===== src/rtl/rr_run_sched.sv =====
// rr_run_sched
// ------------
// Round-robin scheduler that time-shares one serial run-of-ones detector
// among N_REQ frame sources. The winner's FRAME_LEN-bit frame is shifted
// LSB-first through the detector. The result reports whether RUN_LEN or more
// consecutive ones occurred, and the bit index at which the run first
// completed.
//
// Optional feature (compile-time macro):
//   RR_RUN_SCHED_EARLY_TERM_EN - when defined, SHIFT ends in the cycle after
//   the first hit, so done arrives at t+3+hit_pos. When undefined, all
//   FRAME_LEN bits are always shifted, giving a fixed latency of FRAME_LEN+2.
//   hit and hit_pos are identical either way.
//
// Ports:
//   clk        - rising-edge clock
//   reset      - synchronous, active-low reset
//   req        - per-requester request, held until done (or withdrawn = abort)
//   frame_data - requester i's frame in [i*FRAME_LEN +: FRAME_LEN]
//   grant      - one-hot grant, high from LOAD through REPORT
//   busy       - high whenever the FSM is not in IDLE
//   done       - one-cycle pulse in REPORT
//   done_id    - index of the reported requester (0 when done=0)
//   hit        - run found (0 when done=0)
//   hit_pos    - bit index where the run count first reached RUN_LEN
//   abort      - frame abandoned because req was withdrawn (0 when done=0)
//   state_dbg  - FSM state: 0=IDLE 1=LOAD 2=SHIFT 3=REPORT
//
// Handshake: a requester raises req[i] with a stable frame. The request is
// accepted when grant[i] rises (LOAD). The transaction completes on the single
// cycle where done=1 with done_id=i. The requester must then drop req[i]. If
// req[i] drops while granted and before REPORT, the frame is aborted.
module rr_run_sched #(
    parameter int N_REQ     = 4,
    parameter int FRAME_LEN = 8,
    parameter int RUN_LEN   = 2
) (
    input  logic                         clk,
    input  logic                         reset,
    input  logic [N_REQ-1:0]             req,
    input  logic [N_REQ*FRAME_LEN-1:0]   frame_data,
    output logic [N_REQ-1:0]             grant,
    output logic                         busy,
    output logic                         done,
    output logic [$clog2(N_REQ)-1:0]     done_id,
    output logic                         hit,
    output logic [$clog2(FRAME_LEN)-1:0] hit_pos,
    output logic                         abort,
    output logic [1:0]                   state_dbg
);
    localparam int IDW = $clog2(N_REQ);
    localparam int PW  = $clog2(FRAME_LEN);
    localparam int CW  = $clog2(RUN_LEN + 1);

    typedef enum logic [1:0] {
        S_IDLE   = 2'd0,
        S_LOAD   = 2'd1,
        S_SHIFT  = 2'd2,
        S_REPORT = 2'd3
    } state_t;

    state_t               state, state_nxt;
    logic [IDW-1:0]       ptr, winner, pick, cand;
    logic                 pick_vld;
    logic [FRAME_LEN-1:0] sreg;
    logic [PW-1:0]        idx, pos_r;
    logic [CW-1:0]        cnt, cnt_nxt;
    logic                 hit_r, abort_r;
    logic                 first_hit, last_bit, req_lost;

    // Round-robin pick. The loop scans offsets from high to low so that the
    // smallest offset from ptr, which is the highest priority, is written last.
    always_comb begin
        pick     = ptr;
        pick_vld = 1'b0;
        cand     = '0;
        for (int i = N_REQ - 1; i >= 0; i--) begin
            cand = IDW'((int'(ptr) + i) % N_REQ);
            if (req[cand]) begin
                pick     = cand;
                pick_vld = 1'b1;
            end
        end
    end

    // Run counter saturates at RUN_LEN. This makes "reached RUN_LEN" a simple
    // equality, and first_hit fires only once because hit_r is sticky.
    always_comb begin
        if (sreg[0]) begin
            cnt_nxt = (cnt == CW'(RUN_LEN)) ? cnt : cnt + CW'(1);
        end else begin
            cnt_nxt = '0;
        end
        first_hit = !hit_r && (cnt_nxt == CW'(RUN_LEN));
        last_bit  = (idx == PW'(FRAME_LEN - 1));
        req_lost  = !req[winner];
    end

    always_comb begin
        state_nxt = state;
        case (state)
            S_IDLE:   if (pick_vld) state_nxt = S_LOAD;
            S_LOAD:   state_nxt = S_SHIFT;
            S_SHIFT: begin
                if (req_lost || last_bit) state_nxt = S_REPORT;
`ifdef RR_RUN_SCHED_EARLY_TERM_EN
                if (first_hit) state_nxt = S_REPORT;
`endif
            end
            S_REPORT: state_nxt = S_IDLE;
            default:  state_nxt = S_IDLE;
        endcase
    end

    always_ff @(posedge clk) begin
        if (!reset) begin
            state   <= S_IDLE;
            ptr     <= '0;
            winner  <= '0;
            sreg    <= '0;
            idx     <= '0;
            cnt     <= '0;
            hit_r   <= 1'b0;
            pos_r   <= '0;
            abort_r <= 1'b0;
        end else begin
            state <= state_nxt;
            case (state)
                S_IDLE: begin
                    if (pick_vld) winner <= pick;
                end
                S_LOAD: begin
                    sreg    <= frame_data[int'(winner)*FRAME_LEN +: FRAME_LEN];
                    idx     <= '0;
                    cnt     <= '0;
                    hit_r   <= 1'b0;
                    pos_r   <= '0;
                    abort_r <= 1'b0;
                end
                S_SHIFT: begin
                    // A withdrawn request wins over the bit in flight. The
                    // partial result is discarded.
                    if (req_lost) begin
                        abort_r <= 1'b1;
                        hit_r   <= 1'b0;
                        pos_r   <= '0;
                    end else begin
                        sreg <= sreg >> 1;
                        idx  <= idx + PW'(1);
                        cnt  <= cnt_nxt;
                        if (first_hit) begin
                            hit_r <= 1'b1;
                            pos_r <= idx;
                        end
                    end
                end
                S_REPORT: begin
                    ptr <= (int'(winner) == N_REQ - 1) ? '0 : winner + IDW'(1);
                end
                default: ;
            endcase
        end
    end

    // Result fields are gated with done so they read 0 outside REPORT.
    always_comb begin
        busy      = (state != S_IDLE);
        done      = (state == S_REPORT);
        grant     = busy ? (N_REQ'(1) << winner) : '0;
        done_id   = done ? winner : '0;
        hit       = done & hit_r;
        hit_pos   = done ? pos_r : '0;
        abort     = done & abort_r;
        state_dbg = state;
    end
endmodule


===== config.mk =====
export PLATFORM = sky130hd
export DESIGN_NAME = rr_run_sched
export DESIGN_NICKNAME = d
export VERILOG_FILES = /design/src/rtl/rr_run_sched.sv
export SDC_FILE = /design/constraint.sdc
export NUM_CORES = 1
export LEC_CHECK = 0
export ABC_AREA = 1
export CAP_MARGIN = 30
export CORE_ASPECT_RATIO = 1.4
export CORE_MARGIN = 4
export CORE_UTILIZATION = 51
export DETAILED_ROUTE_END_ITERATION = 8
export MAX_ROUTING_LAYER = met4
export PLACE_DENSITY = 0.86
export REMOVE_ABC_BUFFERS = 1
export SYNTH_ARGS = -nofsm -noshare
export SYNTH_HDL_FRONTEND = slang
export SYNTH_SLANG_ARGS = --single-unit

===== constraint.sdc =====
create_clock -name clk -period 3.85 [get_ports clk]
set_input_delay 1.155 -clock clk [delete_from_list [all_inputs] [get_ports clk]]
set_output_delay 1.155 -clock clk [all_outputs]
set_load 0.02 [all_outputs]

Word level (Yosys, flattened, before mapping)
Cells that the tools add are included.
- flip-flop bits (word level): 24
- bits of input ports: 38
- output and inout port bits: 15
- logic and storage cells: 89
- add/sub/neg operators: 6
- order comparisons: 5
- equal/unequal tests: 12
- shift operators: 2
- mux-type cells: 41
- bitwise gates (word level): 2
- reductions and logical operators: 12
- operators by type and width (cell ; number):
    $shiftx 32x6->8 ; 1
    $mux 2 ; 11
    $pmux 8 s2 ; 1
    $lt 2x3->1 const B ; 5
    $mux 1 ; 12
    $mux 3 ; 4
    $pmux 3 s2 ; 2
    $bmux 1 s2 ; 5
    $reduce_and 2->1 ; 5
    $eq 2x2->1 const B ; 4
    $mux 8 ; 1
    $ne 2x2->1 const B ; 4
    $pmux 2 s4 ; 1
    $add 2x1->2 const B ; 3
    $add 2x2->2 const B ; 2
    $eq 2x1->1 const B ; 2
    $mux 4 ; 1
    $pmux 1 s2 ; 2
    $pmux 2 s2 ; 1
    $reduce_bool 2->1 ; 2
    $shl 1x2->4 const A ; 1
    $add 3x1->3 const B ; 1
    $eq 3x3->1 const B ; 1
    $ne 3x3->1 const B ; 1
    5 further kinds ; 7

Depth between registers and ports, before layout
Gate-level depths: netlist of the first run.
- depth after elaboration: 9
- mapped depth: 13

Least setup slack after synthesis of the first run
Ideal clock, no wire load.
- path type: reg2out
- from: register state[1] (netlist: state_dbg[1])
- to: output abort
- arrival: 1.290 ns
- required time: 2.695 ns
- setup slack: 1.405 ns
- stages on the path, launching flop included: 5
- cell sequence: dfxtp_1 -> ha_1 -> clkbuf_1 -> nand2_1 -> inv_1
- word-level cells in the longest chain between the ends: 2
- RTL lines (what ; RTL line ; RTL):
    start: declaration ; 62 ; state_t state, state_nxt;
    start signal: assignment ; 127 ; state <= state_nxt;
    $eq 2x2->1 ; 168 ; done = (state == S_REPORT);
    named net done ; 44 ; output logic done,
    $and 1x1->1 ; 173 ; abort = done & abort_r;
    end: declaration ; 48 ; output logic abort,
The timed path passes the listed nets, and every way through them passes these cells.

Worst setup path in the final report of the first run
- from: register winner[0]
- to: output grant[0]
- word-level cells in the longest chain between the ends: 2
- RTL lines (what ; RTL line ; RTL):
    start: declaration ; 63 ; logic [IDW-1:0] ptr, winner, pick, cand;
    start signal: assignment ; 130 ; if (pick_vld) winner <= pick;
    $shl 1x2->4 ; 169 ; grant = busy ? (N_REQ'(1) << winner) : '0;
    $mux 4 ; 169 ;
    end: declaration ; 42 ; output logic [N_REQ-1:0] grant,
No other way between the ends.

==> results of run 1 <==
-- worst max-delay path, stage by stage, from the launching register on --
cell and delay, ns:
dfxtp_1 0.30, buf_4 0.20, inv_1 0.29, ha_1 0.20
inv_1 0.04, nor2_1 0.07, clkdlybuf4s50_1 0.61
-- through the flow --
stage | std cells | area, sq um | hold slack [ns]
detailed placement | 351 | 2247 | 0.4517
global placement | 351 | 2247 | 0.4485
CTS | 355 | 2302 | 0.4646
finish | 355 | 2302 | 0.4634
floorplan | 257 | 1655 | 0.4392
global route | 355 | 2302 | 0.4933
-- sequential cells by signal (all words and copies together), names as in the netlist --
| signal | cells |
|---|---|
| abort_r | 1 |
| cnt | 2 |
| hit_r | 1 |
| idx | 3 |
| pos_r | 3 |
| ptr | 2 |
| sreg | 8 |
| state_dbg | 2 |
| winner | 2 |
-- cell usage in the layout, fill, tap and decap left out --
cell type | Yosys | layout
inv_1 | 31 | 31
clkbuf_8 | 0 | 4
nor2_2 | 2 | 2
clkinv_2 | 1 | 1
nor4_2 | 1 | 1
nor3b_2 | 1 | 1
or2_4 | 1 | 1
buf_4 | 1 | 3
ha_1 | 11 | 11
nand3_2 | 2 | 2
o21ai_0 | 24 | 24
nand3_1 | 15 | 15
nand4_1 | 1 | 1
a31oi_1 | 7 | 7
nand2_2 | 10 | 10
inv_4 | 1 | 1
nand2_4 | 2 | 2
a211oi_1 | 1 | 1
o21ai_1 | 2 | 2
nor2_1 | 22 | 22
a21oi_2 | 1 | 1
dfxtp_1 | 24 | 24
nand2_1 | 70 | 70
clkdlybuf4s50_1 | 0 | 52
o22ai_1 | 8 | 8
inv_2 | 3 | 3
a21oi_1 | 16 | 16
-- logic make-up after synthesis --
kind of cell	synth area share, %
simple gates	33.31
buf+inv	12.62
flops	27.69
compound gates	18.46
fa+ha+maj	7.931
-- layout make-up --
type                    count  area (sq um)
multi-input cells         197          1036
clock buffers               4         55.05
well taps                  39         48.80
flip-flops and latches     24         480.5
repair buffers             55         543.0
inverters                  36         138.9
fillers                   272         880.8
-- routing by layer --
layer | routed length, um | up-vias
met5 | 0 | -
met4 | 48 | 0
met3 | 218 | 6
met2 | 2502 | 51
met1 | 1848 | 854
li1 | - | 962
-- cells in the mapped netlist (all sizes together) --
master,instances
a211oi,1
a21oi,17
a31oi,7
buf,9
clkbuf,4
clkinv,1
dfxtp,24
ha,11
inv,35
nand2,82
nand3,17
nand4,1
nor2,24
nor3b,1
nor4,1
o21ai,26
o22ai,8
or2,1
-- how the worst min path moves through the flow --
| stage | end | slack, ns | cells after the start |
|---|---|---|---|
| 3_5_place_dp | pos_r[0] | 0.45 | 2 |
| 3_3_place_gp | pos_r[0] | 0.45 | 2 |
| 2_1_floorplan | pos_r[0] | 0.44 | 2 |
| 5_1_grt | cnt[1] | 0.49 | 2 |
| 4_1_cts | pos_r[0] | 0.46 | 2 |
| 6_report | pos_r[0] | 0.46 | 2 |
-- power breakdown --
| part | switching [uW] | leakage, uW | total [uW] | internal [uW] |
|---|---|---|---|---|
| sequential | 46.8 | 0.000196 | 360 | 313 |
| combinational | 538 | 0.000823 | 860 | 323 |
| clock | 79.0 | 0.0000288 | 170 | 91.4 |
| total | 663 | 0.00105 | 1390 | 727 |
==> flow_metrics.tcl, run 1 <==
set metrics [dict create \
    outcome "completed" \
    finalCoreUtilization_pct 72.33 \
    finClkSkew_ns 0.002502 \
    grt_pass1_wl_mm 8.066 \
    synth_area_sq_um 1735 \
    fin_ws_ns 0.7117 \
    dp_slack_ns 1.007 \
    ys_seq_area_share_pct 27.69 \
    cp.required_ns 2.69 \
    first_iter_violations 112 \
    cp_max_fo 22 \
    rows 24 \
    p_total_uw 1390 \
    dieArea_sq_um 4413 \
    hold_viol_final 0 \
    grt-ovfl-total 0 \
    vdd.ir_drop.worst_v 0.0003923 \
    timing.rr.end "pos_r[1]" \
    static-leakage-power_uw 0.001047 \
    yosysWarnings 0 \
    finalNetCount 366 \
    yosys-top-cells-area "dfxtp_1 (28%), nand2_1 (15%), ha_1 (7.9%), o21ai_0 (6.9%), inv_1 (6.7%)" \
    avgSynthCellArea_sq_um 6.427 \
    die_x_um 57.30 \
    grt_max_degree 23 \
    synth-seq-cells 24 \
    place_congestion 0.8532 \
    ant_nets 0 \
    r2r_start "state_dbg[0]" \
    cp-endpoint "grant[0]" \
    start_kind "flop" \
    grt_use_met2_pct 41.08 \
    rsz0062_at_grt "false" \
    cts.clk_slew.worst_paths_ns 0.08 \
    rrSetupSlack_ns 1.85 \
    path_class "flop to primary output" \
    h-tree-depth 1 \
    top_usage_layer "met2" \
    die_y_um 77.02 \
    worst_pin_slew_ns 0.4890 \
    grt_util_met3_pct 3.529 \
    cts_buffer_depth 2 \
    setup_violations 0 \
    tns_ns 0 \
    arrival_ns 1.98 \
    slew_headroom_pct 67.13 \
    drc 0 \
    max-cap-violations 0 \
    cts_tree "built" \
    post-cts-setup-buffers 0 \
    grt_usage_pct 23.02 \
    clock_latency_ns 0.27 \
    hp-start "pos_r[0]" \
    wl_per_cell_um 13.01 \
    drt-total-wl_mm 4.617 \
    via_count 1873 \
    pwr_density_cell_nw_per_um2 604.0 \
    cts.sinks 24 \
    cts_root_buf "clkbuf_8" \
    startpoint "winner[0]" \
    crit_path_end_kind "primary output" \
    antenna_found_initial 0 \
    synth_cells 270 \
    synth_top_area_share_pct 27.69 \
    r2r_cells 7 \
    use_met1_pct 25.44 \
    grt_pass1_vias 1843 \
    cts_buffers 3 \
    insertedDiodeCount 0 \
    core_area_sq_um 3183 \
    clock.fmax_mhz 318.6 \
    synth.distinct_cells 29 \
    dp_hpwl_mm 3.608 \
    cts.repair.resized 0 \
    finalCritPeriodShare_pct 81.51 \
    cts_hold_buf 0 \
    avgViaCountPerCell 5.276 \
    drive_gt1_share_pct 10.13 \
    io_pins 53 \
    yosysTopAreaCell "dfxtp_1" \
    area_growth_syn_to_layout_pct 32.66 \
    port_buffers 52 \
    period_needed_ns 3.138 \
    dr.pass1.iters 4 \
    drv_slew 0 \
    min_path_type "flop to flop" \
    floorplan.initialDensity_pct 54.52 \
]
Power figures use the tool's default switching activity.
==> inputs of run 2 (changes only) <==
--- a/config.mk
+++ b/config.mk
@@ -9,10 +9,10 @@
 export CAP_MARGIN = 30
 export CORE_ASPECT_RATIO = 1.4
 export CORE_MARGIN = 4
-export CORE_UTILIZATION = 51
+export CORE_UTILIZATION = 42
 export DETAILED_ROUTE_END_ITERATION = 8
 export MAX_ROUTING_LAYER = met4
-export PLACE_DENSITY = 0.86
+export PLACE_DENSITY = 0.76
 export REMOVE_ABC_BUFFERS = 1
 export SYNTH_ARGS = -nofsm -noshare
 export SYNTH_HDL_FRONTEND = slang
==> constraint.sdc (replaced) <==
create_clock -name clk -period 2.75 [get_ports clk]
set_input_delay 0.825 -clock clk [delete_from_list [all_inputs] [get_ports clk]]
set_output_delay 0.825 -clock clk [all_outputs]
set_load 0.02 [all_outputs]
==> run 2 against run 1 <==
Against the previous run: non-clock buffer count rose by 4; count of clock-buffer cells in the layout fell by 1; design area rose by 2.6%; largest power group unchanged; critical path type unchanged; critical path depth fell by 1; cell count rose by 2.3%; power rose by 47%; global-route usage fell by 5.1 points; worst setup slack got worse by 0.60 ns; via count fell by 2.4%.
==> flow_metrics.tcl, run 2 (synthesis results as in run 1) <==
set metrics [dict create \
    cts_tree "built" \
    grt_pass1_wl_mm 7.610 \
    finalCritPeriodShare_pct 95.85 \
    r2r_start "state_dbg[0]" \
    path_class "flop to primary output" \
    die_x_um 62.33 \
    period_needed_ns 2.636 \
    timing.rr.end "hit_r" \
    floorplan.initialDensity_pct 43.91 \
    n_fill_cell 392 \
    via_count 1828 \
    place_congestion 0.8963 \
    crit_path_cell_trace "inv_1 > ha_1 > inv_1 > nor2_1 > clkdlybuf4s50_1" \
    final_common_cell "nand2_1" \
    area_growth_syn_to_layout_pct 36.05 \
    cts.clk_slew.worst_paths_ns 0.09 \
    tns_ns 0 \
    multiInputGateArea_sq_um 1041 \
    cp_max_fo 9 \
    grt-ovfl-total 0 \
    setup_violations 0 \
    cts_hold_buf 0 \
    port_buffers 52 \
    rsz0062_at_grt "false" \
    cts.sinks 24 \
    wl_per_cell_um 12.86 \
    worst_path_most_repeated_cell "inv_1" \
    crit_path_end_kind "primary output" \
    largest_register_ffs 8 \
    start_kind "flop" \
    grt_max_degree 22 \
    h-tree-depth 1 \
    wl_met2_mm 2.526 \
    hold_viol_final 0 \
    whs_path_depth 2 \
    pwr_density_cell_nw_per_um2 867.4 \
    grt_usage_pct 17.96 \
    drt-total-wl_mm 4.669 \
    first_iter_violations 123 \
    cts_buffer_depth 2 \
    cts_root_buf "clkbuf_8" \
    whs_ns 0.4665 \
    slew_headroom_pct 66.05 \
    dp_hpwl_mm 3.720 \
    rrSetupSlack_ns 1.12 \
    arrival_ns 1.81 \
    max-cap-violations 0 \
    slowest_stage "clkdlybuf4s50_1" \
    top_register "sreg" \
    cp.required_ns 1.93 \
    final_cell_mix "nand2_1 (70), clkdlybuf4s50_1 (51), inv_1 (31), o21ai_0 (24), dfxtp_1 (24)" \
    core_area_sq_um 3953 \
    static-leakage-power_uw 0.001088 \
    drc 0 \
    drv_slew 0 \
    post-cts-setup-buffers 0 \
    hold_path_end "pos_r[2]" \
    cpPeakStageDelay_ns 0.62 \
    die_y_um 84.06 \
    wl_met1_mm 1.898 \
    dieArea_sq_um 5239 \
    top_regs "sreg x8, idx x3, pos_r x3" \
    hp-start "pos_r[2]" \
    cts_buffers 3 \
    insertedDiodeCount 0 \
    outcome "completed" \
    clock_latency_ns 0.27 \
    top_layer_used "met4" \
    finalNetCount 370 \
    min_path_type "flop to flop" \
    r2r_cells 7 \
    avgViaCountPerCell 5.036 \
    ant_nets 0 \
    clock.fmax_mhz 379.4 \
    finClkSkew_ns 0.005529 \
    vdd.ir_drop.worst_v 0.0005472 \
    wl_met3_um 195 \
    seq_area_sq_um 480.5 \
    drive_gt1_share_pct 11.88 \
    antenna_found_initial 0 \
    dr.pass1.iters 4 \
    grt_pass1_vias 1689 \
    io_pins 53 \
    rows 27 \
    worst_pin_slew_ns 0.5051 \
]
==> run 2: layer usage <==
metal  GRT usage, %  vias up
met1          19.18      814
met3          2.291        4
met5              -        -
met2          33.96       40
li1               -      970
met4          4.826        0
==> run 2: worst max path at each step <==
stage | startpoint | depth (start not counted) | slack (ns) | end
final | winner[1] | 5 | 0.11 | grant[1]
after CTS | state_dbg[1] | 4 | 0.05 | grant[1]
after floorplan | winner[0] | 4 | 0.55 | grant[0]
after global routing | winner[1] | 5 | 0.007 | grant[0]
after global placement | state_dbg[0] | 4 | 0.39 | grant[3]
after detailed placement | state_dbg[0] | 4 | 0.36 | grant[1]
==> run 2: power by group <==
part / internal, uW / switching, uW / leakage [uW] / total (uW)
clock network: 195 / 113 / 0.0000357 / 307
registers: 438 / 75.9 / 0.000196 / 514
logic: 482 / 744 / 0.000856 / 1230
total: 1110 / 933 / 0.00109 / 2050
==> run 2: layout make-up <==
class	instances	area share, %
clock buffers	3	1.749
clock inverters	1	1.272
inverters	36	5.882
multi-input cells	197	44.09
flip-flops and latches	24	20.35
well taps	43	2.279
repair buffers	59	24.38
==> run 2: what timing repair did <==
action,4_1_cts,5_1_grt
gates resized for setup,0,3
endpoints found under the hold margin,0,0
setup endpoints to repair,0,11
==> run 2: critical path, delay by kind of cell, from the launching register on <==
| kind | cells | cell delay (ns) |
|---|---|---|
| buffers and inverters | 3 | 0.89 |
| flip-flops | 1 | 0.37 |
| adder cells (fa/ha/maj) | 1 | 0.19 |
| AND/OR/NAND/NOR | 1 | 0.10 |
==> run 2: through the flow <==
step	cell area, sq um	total power (uW)	instances	setup slack, ns	utilization, %
after detailed placement	2282	1743	359	0.3611	57.74
after global routing	2361	2226	363	0.006611	59.73
after CTS	2354	2055	363	0.04824	59.54
after global placement	2282	1729	359	0.3902	57.74
final	2361	2048	363	0.1142	59.73
after floorplan	1655	1313	257	0.5494	-
==> inputs of run 3 (changes only) <==
--- a/config.mk
+++ b/config.mk
@@ -8,7 +8,7 @@
 export ABC_AREA = 1
 export CAP_MARGIN = 30
 export CORE_ASPECT_RATIO = 1.4
-export CORE_MARGIN = 4
+export CORE_MARGIN = 5
 export CORE_UTILIZATION = 42
 export DETAILED_ROUTE_END_ITERATION = 8
 export MAX_ROUTING_LAYER = met4
==> run 3 against run 2 <==
Against the previous run: highest routed layer unchanged; utilization shrank 0.57 points; sequential share of layout area grew 0.25 points; clock skew is essentially flat; combinational power shrank 4%; critical path type unchanged; critical path depth shrank 1; largest power group unchanged; power shrank 4.7%; worst setup slack is essentially flat.
==> flow_metrics.tcl, run 3 (synthesis results as in run 1) <==
set metrics [dict create \
    finalCritPeriodShare_pct 95.86 \
    grt_pass1_wl_mm 7.452 \
    multiInputGateArea_sq_um 1039 \
    floorplan.initialDensity_pct 43.91 \
    first_iter_violations 91 \
    arrival_ns 1.81 \
    cts_buffer_depth 2 \
    place_congestion 0.8485 \
    h-tree-depth 1 \
    drv_slew 0 \
    crit_path_end_kind "primary output" \
    wl_per_cell_um 12.71 \
    seq_area_sq_um 481.7 \
    dp_slack_ns 0.3595 \
    core_area_sq_um 3953 \
    instances_no_fill 362 \
    period_needed_ns 2.636 \
    cts_tree "built" \
    grt-ovfl-total 0 \
    grt_max_degree 21 \
    cts_root_buf "clkbuf_8" \
    drt-total-wl_mm 4.602 \
    die_y_um 86.06 \
    drive_gt1_share_pct 11.60 \
    outcome "completed" \
    fin_ws_ns 0.1138 \
    path_class "flop to primary output" \
    drc 0 \
    final_common_cell "nand2_1" \
    rsz0062_at_grt "false" \
    cp_max_fo 8 \
    p_int_uw 1036 \
    cts.sinks 24 \
    cts.repair.resized 0 \
    dpl.cell_count 358 \
    grt_usage_pct 16.93 \
    worst_pin_slew_ns 0.4661 \
    pwr_density_cell_nw_per_um2 834.4 \
    start_kind "flop" \
    grt_pass1_vias 1721 \
    p_seq_share_pct 26.9 \
    io_pins 53 \
    clkPwrFrac_pct 12.4 \
    finClkSkew_ns 0.005056 \
    n_fill_cell 391 \
    rows 27 \
    clock_latency_ns 0.27 \
    placed_cell_area_sq_um 2275 \
    dieArea_sq_um 5535 \
    power.switching_uw 915.2 \
    largest_register_ffs 8 \
    tns_ns 0 \
    dr.pass1.iters 4 \
    min_path_type "flop to flop" \
    via_count 1867 \
    cts.clk_slew.worst_paths_ns 0.09 \
    cp.required_ns 1.93 \
    insertedDiodeCount 0 \
    max-cap-violations 0 \
    ant_nets 0 \
    setup_violations 0 \
    vdd.ir_drop.worst_v 0.0005613 \
    cts_buffers 3 \
    port_buffers 52 \
    final_cell_mix "nand2_1 (70), clkdlybuf4s50_1 (50), inv_1 (31), o21ai_0 (24), dfxtp_1 (23)" \
    clock.fmax_mhz 379.3 \
    area_growth_syn_to_layout_pct 34.75 \
    fin_area_sq_um 2338 \
    cts_hold_buf 0 \
    post-cts-setup-buffers 0 \
    die_x_um 64.33 \
    avgViaCountPerCell 5.157 \
    finalNetCount 369 \
    static-leakage-power_uw 0.001096 \
    top_regs "sreg x8, idx x3, pos_r x3" \
    antenna_found_initial 0 \
    sw_frac_of_total_pct 46.90 \
    top_register "sreg" \
    combPwrFrac_pct 60.6 \
    hold_viol_final 0 \
    slew_headroom_pct 68.67 \
    dp_hpwl_mm 3.715 \
]
run 3: cell count changes in the layout (fill, tap and decap cells not counted), sizes merged:
cell,previous run,this run
clkdlybuf4s50,51,50
bufinv,1,0
dlymetal6s2s,1,2
buf,7,6
clkbuf,3,4
run 3: path summary, 6_finish.rpt:
check                             startpoint       end  slack, ns  depth (start not counted)
worst max-delay path            state_dbg[0]  grant[1]       0.11                          4
worst min-delay path                pos_r[0]  pos_r[0]       0.47                          2
worst max register to register  state_dbg[0]  pos_r[0]       0.80                          8
worst min register to register      pos_r[0]  pos_r[0]       0.47                          2
run 3: power groups by stage:
stage / Combinational [uW] / Sequential, uW / Clock, uW
after floorplan: 762 / 552 / 0
after global placement: 1180 / 528 / 0
after detailed placement: 1180 / 532 / 0
after CTS: 1190 / 524 / 248
after global routing: 1330 / 540 / 265
final: 1180 / 526 / 242
run 3: metal layers:
layer | vias up | routed length, um | global-route usage (%)
li1 | 965 | - | -
met1 | 848 | 1833 | 17.92
met2 | 45 | 2420 | 30.07
met3 | 9 | 219 | 2.752
met4 | 0 | 128 | 7.778
met5 | - | 0 | -
run 3: area by class of cell:
class,count,area share [%]
Inverter,36,5.939
Multi-Input combinational cell,197,44.41
Tap cell,43,2.301
Clock buffer,4,2.354
Sequential cell,24,20.60
Timing Repair Buffer,58,24.40
run 3: metrics by stage:
step / hold slack [ns] / util, % / total power [uW]
2_1_floorplan: 0.4392 / - / 1313
3_3_place_gp: 0.4487 / 57.55 / 1704
3_5_place_dp: 0.4554 / 57.55 / 1716
4_1_cts: 0.4694 / 58.94 / 1963
5_1_grt: 0.4813 / 59.16 / 2130
6_report: 0.4675 / 59.16 / 1951
run 3: worst max-delay path: stages, from the launching register on:
cell and delay [ns]:
dfxtp_1 0.39, inv_1 0.09, ha_1 0.31, nor2_1 0.14, clkdlybuf4s50_1 0.61
